<file path="config.mk">
export PLATFORM = sky130hd
export DESIGN_NAME = clk_period_meter
export DESIGN_NICKNAME = d
export VERILOG_FILES = /design/src/rtl/clk_period_meter.sv
export SDC_FILE = /design/constraint.sdc
export NUM_CORES = 1
export LEC_CHECK = 0
export BUFFER_PORTS_ARGS = -buffer_cell sky130_fd_sc_hd__buf_2
export CORE_MARGIN = 10
export CORE_UTILIZATION = 31
export CTS_CLUSTER_SIZE = 20
export DETAILED_ROUTE_END_ITERATION = 10
export PLACE_DENSITY = 0.49
export SYNTH_ARGS = -nofsm -noshare
export SYNTH_HDL_FRONTEND = slang
export SYNTH_SLANG_ARGS = --single-unit
</file>
<file path="constraint.sdc">
create_clock -name clk -period 2.6 [get_ports clk]
set_input_delay 0.52 -clock clk [delete_from_list [all_inputs] [get_ports clk]]
set_output_delay 0.52 -clock clk [all_outputs]
set_load 0.02 [all_outputs]
</file>
<file path="src/rtl/clk_period_meter.sv">
// Measures period and high time of an asynchronous slow input in clk cycles,
// and flags the input as stalled when no rising edge arrives within TIMEOUT cycles.
module clk_period_meter #(
   parameter int unsigned CNT_W       = 26,
   parameter int unsigned TIMEOUT     = 200_000,
   parameter int unsigned SYNC_STAGES = 2
) (
   input  logic             clk,
   input  logic             reset,
   input  logic             sig_in,
   output logic [CNT_W-1:0] period_out,
   output logic [CNT_W-1:0] high_out,
   output logic             period_valid,
   output logic             stalled
);

   typedef enum logic [1:0] {
      IDLE,
      MEASURE,
      STALLED
   } state_t;

   localparam logic [CNT_W-1:0] TO  = CNT_W'(TIMEOUT);
   localparam logic [CNT_W-1:0] ONE = CNT_W'(1);

   logic [SYNC_STAGES-1:0] r_sync;
   logic                   w_s;
   logic                   r_s_d;
   logic                   r_rise;
   logic                   r_fall;

   state_t                 r_state;
   logic [CNT_W-1:0]       r_cnt;
   logic [CNT_W-1:0]       r_hcnt;
   logic [CNT_W-1:0]       r_hi_lat;

   assign w_s = r_sync[SYNC_STAGES-1];

   // Edges are registered; r_s_d is the input level aligned with r_rise/r_fall.
   always_ff @(posedge clk or negedge reset) begin
      if (!reset) begin
         r_sync <= '0;
         r_s_d  <= 1'b0;
         r_rise <= 1'b0;
         r_fall <= 1'b0;
      end else begin
         r_sync <= {r_sync[SYNC_STAGES-2:0], sig_in};
         r_s_d  <= w_s;
         r_rise <= w_s & ~r_s_d;
         r_fall <= ~w_s & r_s_d;
      end
   end

   always_ff @(posedge clk or negedge reset) begin
      if (!reset) begin
         r_state      <= IDLE;
         r_cnt        <= '0;
         r_hcnt       <= '0;
         r_hi_lat     <= '0;
         period_out   <= '0;
         high_out     <= '0;
         period_valid <= 1'b0;
         stalled      <= 1'b0;
      end else begin
         period_valid <= 1'b0;
         case (r_state)
            IDLE: begin
               if (r_rise) begin
                  r_state <= MEASURE;
                  r_cnt   <= ONE;
                  r_hcnt  <= ONE;
               end
            end
            MEASURE: begin
               if (r_rise) begin
                  period_out   <= r_cnt;
                  high_out     <= r_hi_lat;
                  period_valid <= 1'b1;
                  r_cnt        <= ONE;
                  r_hcnt       <= ONE;
               end else begin
                  if (r_fall) begin
                     r_hi_lat <= r_hcnt;
                  end
                  if (r_cnt == TO) begin
                     r_state <= STALLED;
                     stalled <= 1'b1;
                  end else begin
                     r_cnt <= r_cnt + ONE;
                     if (r_s_d) begin
                        r_hcnt <= r_hcnt + ONE;
                     end
                  end
               end
            end
            STALLED: begin
               // A rise after a stall only restarts the measurement, no valid pulse.
               if (r_rise) begin
                  r_state <= MEASURE;
                  stalled <= 1'b0;
                  r_cnt   <= ONE;
                  r_hcnt  <= ONE;
               end
            end
            default: r_state <= IDLE;
         endcase
      end
   end

endmodule

</file>
==> metrics.yaml, run 1 <==
sta:
  timing.final.crit_share_pct: 90.4
  slew_headroom_pct: 55.7
  setup_viol: 0
  drv_slew: 0
  fmax_ghz: 0.425
  hold_slack_ps: 82.6
  max_slew.worst_pin.slew_ps: 664
  setup-tns-final_ps: 0
  rsz0062_at_grt: "false"
  clock-skew-final_ps: 12.4
  finalCriticalPeriod_ps: 2350
  hold_violations: 0
clocking:
  clock_latency_ps: 420
  cts_resized: 0
  post_cts_buffers: 0
  h-tree-depth: 4
  ctsHoldBuffers: 0
  cts.path.max_buffers: 2
  cts_buffers: 17
  cts_sinks: 139
  cts_root_buffer: "clkbuf_16"
  clk_pin_slew_ps: 60
  tritoncts: "built"
routing:
  vias: 4837
  drc_errors: 0
  first_pass_iters: 4
  drt-initial-drc-count: 350
  vias_per_cell: 5.13
  routedWlPerCell_um: 16.5
  finalWirelength_um: 15600
  antenna_left: 0
global_routing:
  grt_antenna_before_repair: 0
  grt_max_degree: 59
  overflow: 0
  grt_use_total_pct: 12.1
  first_global_vias: 4673
  grt_first_pass_wirelength_um: 25800
yosys:
  yosys.cell_types.count: 50
  yosysWarnings: 0
  synth_area_sq_um: 6260
  synth-edff-count: 0
  postSynthAreaPerCell_sq_um: 10.5
  async_flop_share_pct: 100
  synth-seq-area-share_pct: 55.6
  syn_inst: 597
  synth_nets: 603
  synth_seq_cells: 139
  synthFlopType: "dfrtp_1"
hold_path:
  hp-class: "primary input to asynchronous set/reset pin"
cells_and_area:
  final_common_cell: "dfrtp_1"
  antenna_cells: 0
  syn2layout_area_growth_pct: 21.1
  multi_input_area_sq_um: 2590
  drive_gt1_share_pct: 25.8
  final_cell_mix: "dfrtp_1, nand2_1, buf_2"
  final-seq-area_sq_um: 3480
  fill_cells: 1969
  layout.nets: 671
power:
  p_per_area_nw_per_um2: 746
  p_leak_nw: 3.64
  vdd_drop_max_mv: 0.442
critical_path:
  cp.required_ps: 2930
  critical_path.max_fanout: 14
  critPathKind: "flop to flop"
  cp-start-kind: "flop"
  crit_arrival_ps: 2680
  end_kind: "flop"
floorplan:
  fp.dieH_um: 162
  start_util_pct: 31.9
  core_area_sq_um: 19700
  die_width_um: 162
  core.rowCount: 51
  ios: 57
  die_area_sq_um: 26300
placed_design:
  place.gp.congestion: 0.848
  place_hpwl_um: 10600
  port_buffers: 56
status:
  outcome: "complete, no violations"
flow_run:
  maxCapViolations: 0
-- per-layer routing --
layer	global-route usage (%)	routed length [um]	part of all wire, %
met4	4.76	197	1.3
met5	0	0	0
met3	3.29	739	4.7
met1	16.8	7860	50
met2	17.4	6780	44
-- flip-flops by register name, indices dropped and copies added, names as in the netlist, 2 cells and up --
| signal | flops |
|---|---|
| r_cnt | 26 |
| r_hi_lat | 26 |
| r_state | 2 |
| high_out | 26 |
| period_out | 26 |
| r_hcnt | 26 |
| r_sync | 2 |
-- stage by stage --
step / power (mW) / instance area (sq um) / setup WS (ps) / utilization, % / cells
detailed placement: 3.12 / 6950 / 251 / 35.3 / 911
global placement: 3.10 / 6950 / 415 / 35.3 / 911
floorplan: 2.82 / 6260 / 657 / - / 597
global route: 5.93 / 7580 / 13.0 / 38.6 / 943
CTS: 5.75 / 7580 / 230 / 38.6 / 943
finish: 5.66 / 7580 / 250 / 38.6 / 943
-- critical path, cell delays in order (launching register included) --
cell and delay (ps):
dfrtp_1 460, inv_1 100, ha_1 150, nor4b_1 330
nand3_1 200, nor2_2 470, buf_4 280, o311ai_0 160
o31ai_1 100
-- area by class of cell --
class,count,share of cell area (%)
flip-flops and latches,139,45.9
multi-input cells,414,34.1
repair buffers,82,6.68
clock buffers,20,6.16
well taps,265,4.37
clock inverters,12,2.23
inverters,11,0.545
-- cell families (layout without fill, tap and decap cells) --
group,count (synthesis),in the layout,synth area share (%)
XOR/XNOR,5,5,0.700
multiplexers,48,48,8.63
AO/OA/AOI/OAI,118,118,12.2
AND/OR/NAND/NOR,240,240,19.2
buffers and inverters,44,125,3.12
adder cells (fa/ha/maj),3,3,0.600
flip-flops,139,139,55.6
-- power breakdown --
part           switching (mW)  total (mW)  internal (mW)
logic                   0.426       0.654          0.227
registers               0.127        2.41           2.29
clock network           0.917        2.59           1.67
total                    1.47        5.66           4.19
-- synth_stat cells (2+ instances only) --
master	instances	area [sq um]
a21o_1	2	15.0
a21oi_1	12	60.1
a31o_2	2	17.5
a31oi_1	13	81.3
a41oi_1	3	26.3
and2_1	6	37.5
and3_1	6	37.5
and4_1	3	26.3
buf_2	14	70.1
buf_4	3	22.5
clkbuf_1	15	56.3
dfrtp_1	139	3480
ha_1	3	37.5
inv_1	10	37.5
mux2_2	48	541
nand2_1	104	390
nand2b_1	6	37.5
nand3_1	28	140
nand3_2	2	20.0
nand4_1	19	119
nor2_1	30	113
nor2_2	2	12.5
nor2b_1	2	12.5
nor3_1	7	35.0
nor4_1	4	25.0
nor4b_1	4	35.0
o21ai_0	35	175
o21ai_1	3	15.0
o311ai_0	4	35.0
o31ai_1	36	270
o41ai_1	3	26.3
or4_1	8	60.1
xor2_1	4	35.0
-- final timing paths --
path	from	end	slack, ps	cells past startpoint
max	r_cnt[0]	r_hcnt[17]	250	8
min	reset	period_out[9]	80	1
max reg2reg	r_cnt[0]	r_hcnt[17]	250	8
min reg2reg	r_sync[0]	r_sync[1]	350	0
max in group asynchronous	reset	r_hi_lat[2]	1880	2
min in group clk	sig_in	r_sync[0]	200	1
Power figures use the tool's default switching activity.
==> run 2, diff against run 1 <==
CELL_PAD_IN_SITES_DETAIL_PLACEMENT = 1   (was default)
CELL_PAD_IN_SITES_GLOBAL_PLACEMENT = 2   (was default)
PLACE_DENSITY = 0.68   (was 0.49)
==> run 2 against run 1 <==
  * Cell count is the same
  * Critical endpoint is now r_cnt[5]
  * Non-clock buffer count is the same
  * Highest routed layer unchanged
  * Sequential cell count is the same
  * Largest power group unchanged
  * Count of clock-buffer cells in the layout is the same
  * Critical path depth is the same
  * Clock skew is essentially flat
  * Via count grew 0.25%
  * Utilization shrank 0.089 points
==> metrics.yaml, run 2 (synthesized netlist as in run 1, its figures left out) <==
clocking:
  cts_sinks: 139  # unchanged
  tritoncts: "built"
  cts_resized: 0  # unchanged
  ctsHoldBuffers: 0  # unchanged
  post_cts_buffers: 0  # unchanged
  clock_latency_ps: 430  # about the same
  cts_buffers: 17  # unchanged
  cts.path.max_buffers: 2  # unchanged
  h-tree-depth: 4  # unchanged
  cts_root_buffer: "clkbuf_16"
  clk_pin_slew_ps: 60  # about the same
sta:
  setup-tns-final_ps: 0  # unchanged
  setup_viol: 0  # unchanged
  max_slew.worst_pin.slew_ps: 705  # +41.0 ps
  rsz0062_at_grt: "false"
  clock-skew-final_ps: 12.8  # +0.347 ps
  hold_violations: 0  # unchanged
  drv_slew: 0  # unchanged
  fmax_ghz: 0.425  # about the same
  timing.final.crit_share_pct: 90.4  # about the same
  slew_headroom_pct: 52.3  # -3.4 points
  finalCriticalPeriod_ps: 2350  # +0.774 ps
critical_path:
  reg2reg_slack_ps: 250  # about the same
  crit_path_top_delay_cell: "dfrtp_1"
  cp_cell_sequence: "inv_1 > ha_1 > nor4b_1 > nand3_1 > o21ai_1 > inv_1 > a21boi_0 > a31o_2"
  r2r_end: "r_cnt[5]"
  path_buf_inv: 2  # unchanged
  rr_startpoint: "r_cnt[0]"
  critPathMostFrequentCell: "inv_1"
  critical_path.top_delay_family: "compound AO/OA/AOI/OAI gates"
  cp-start-kind: "flop"
  critPathKind: "flop to flop"
  reg2regPathDepth: 8  # unchanged
  cp.required_ps: 2970  # +40 ps
  crit_start: "r_cnt[0]"
  crit_arrival_ps: 2720  # +40 ps
  end_kind: "flop"
  critical_path.max_fanout: 6  # -8
  crit_path_max_incr_delay_ps: 460  # about the same
floorplan:
  start_util_pct: 31.9  # unchanged
  die_width_um: 162  # unchanged
  die_area_sq_um: 26300  # unchanged
  ios: 57  # unchanged
  fp.dieH_um: 162  # unchanged
  core_area_sq_um: 19700  # unchanged
  core.rowCount: 51  # unchanged
placed_design:
  place.gp.congestion: 0.790  # -6.9%
  dp_cells: 911  # unchanged
  port_buffers: 56  # unchanged
  place_hpwl_um: 11800  # +12%
routing:
  first_pass_iters: 4  # unchanged
  routedWlPerCell_um: 18.3  # +11%
  vias: 4849  # +0.25%
  drt-initial-drc-count: 333  # -4.9%
  finalWirelength_um: 17300  # +11%
  vias_per_cell: 5.14  # +0.25%
  drc_errors: 0  # unchanged
  antenna_left: 0  # unchanged
power:
  pwr-share-clk_pct: 45.3  # -0.5 points
  seqPwrFrac_pct: 42.8  # about the same
  switching_share_pct: 26.8  # +0.78 points
  p_per_area_nw_per_um2: 747  # +0.12%
  combinationalPowerShare_pct: 11.9  # +0.3 points
  switchingPower_mw: 1.51  # +2.9%
  vdd_drop_max_mv: 0.459  # +3.9%
  internal-power_mw: 4.14  # -1.2%
  p_leak_nw: 3.62  # -0.40%
global_routing:
  grt_antenna_before_repair: 0  # unchanged
  grt_use_total_pct: 13.7  # +1.6 points
  overflow: 0  # unchanged
  grt_first_pass_wirelength_um: 28800  # +12%
  first_global_vias: 5161  # +10%
  grt_max_degree: 52  # -12%
cells_and_area:
  antenna_cells: 0  # unchanged
  layout.nets: 671  # unchanged
  instances_no_fill: 943  # unchanged
  final_common_cell: "dfrtp_1"
  final_cell_mix: "dfrtp_1, nand2_1, buf_2"
  syn2layout_area_growth_pct: 20.8
  final-seq-area_sq_um: 3480  # unchanged
  fill_cells: 2251  # +14%
  multi_input_area_sq_um: 2590  # unchanged
  drive_gt1_share_pct: 25.5  # -0.29 points
flow_run:
  maxCapViolations: 0  # unchanged
hold_path:
  hp-class: "primary input to asynchronous set/reset pin"
status:
  outcome: "complete, no violations"
## run 2: cell count changes in the layout (fill, tap and decap cells not counted)
cell and change:
clkbuf_1 +2, clkbuf_8 -2, clkinv_2 -1, clkinvlp_4 +1
## run 2: power groups by stage
stage	combinational, mW	sequential, mW	clock (mW)
2_1_floorplan	0.338	2.48	0
3_3_place_gp	0.664	2.45	0
3_5_place_dp	0.683	2.46	0
4_1_cts	0.688	2.42	2.62
5_1_grt	0.753	2.44	2.73
6_report	0.673	2.42	2.56
## run 2: worst max path at each step
stage | cells past startpoint | to | slack, ps
after floorplan | 8 | r_cnt[7] | 660
after CTS | 8 | r_cnt[19] | 260
final | 8 | r_cnt[5] | 250
after detailed placement | 8 | r_cnt[19] | 260
after global placement | 8 | r_cnt[7] | 460
after global routing | 8 | r_cnt[4] | 30
## run 2: metrics by stage
stage	worst slack (ps)	util, %	hold WS, ps	instance area, sq um	total power [mW]
after global routing	29.9	38.5	30.3	7560	5.93
after floorplan	657	-	224	6260	2.82
after global placement	461	35.3	333	6950	3.11
final	249	38.5	14.2	7560	5.65
after detailed placement	257	35.3	336	6950	3.14
after CTS	258	38.5	26.2	7560	5.73
## run 2: worst reg2reg max path: stages (launching register included)
cell and delay [ps]:
dfrtp_1 460, inv_1 110, ha_1 160, nor4b_1 370, nand3_1 320, o21ai_1 320, inv_1 190, a21boi_0 230
a31o_2 140
## run 2: layer usage
layer  up-vias  GRT usage [%]  wire length [um]
li1       2303              -                 -
met1      2462           18.6              8590
met2        71           20.6              7770
met3        13           3.74               711
met4         0           4.34               222
met5         -              0                 0
## run 2: area by class of cell
| cell class | count | share of cell area [%] |
|---|---|---|
| inverter | 11 | 0.546 |
| multi-input combinational | 414 | 34.2 |
| clock buffer | 20 | 5.90 |
| timing repair buffer | 82 | 6.70 |
| tap | 265 | 4.38 |
| clock inverter | 12 | 2.27 |
| sequential | 139 | 46.0 |
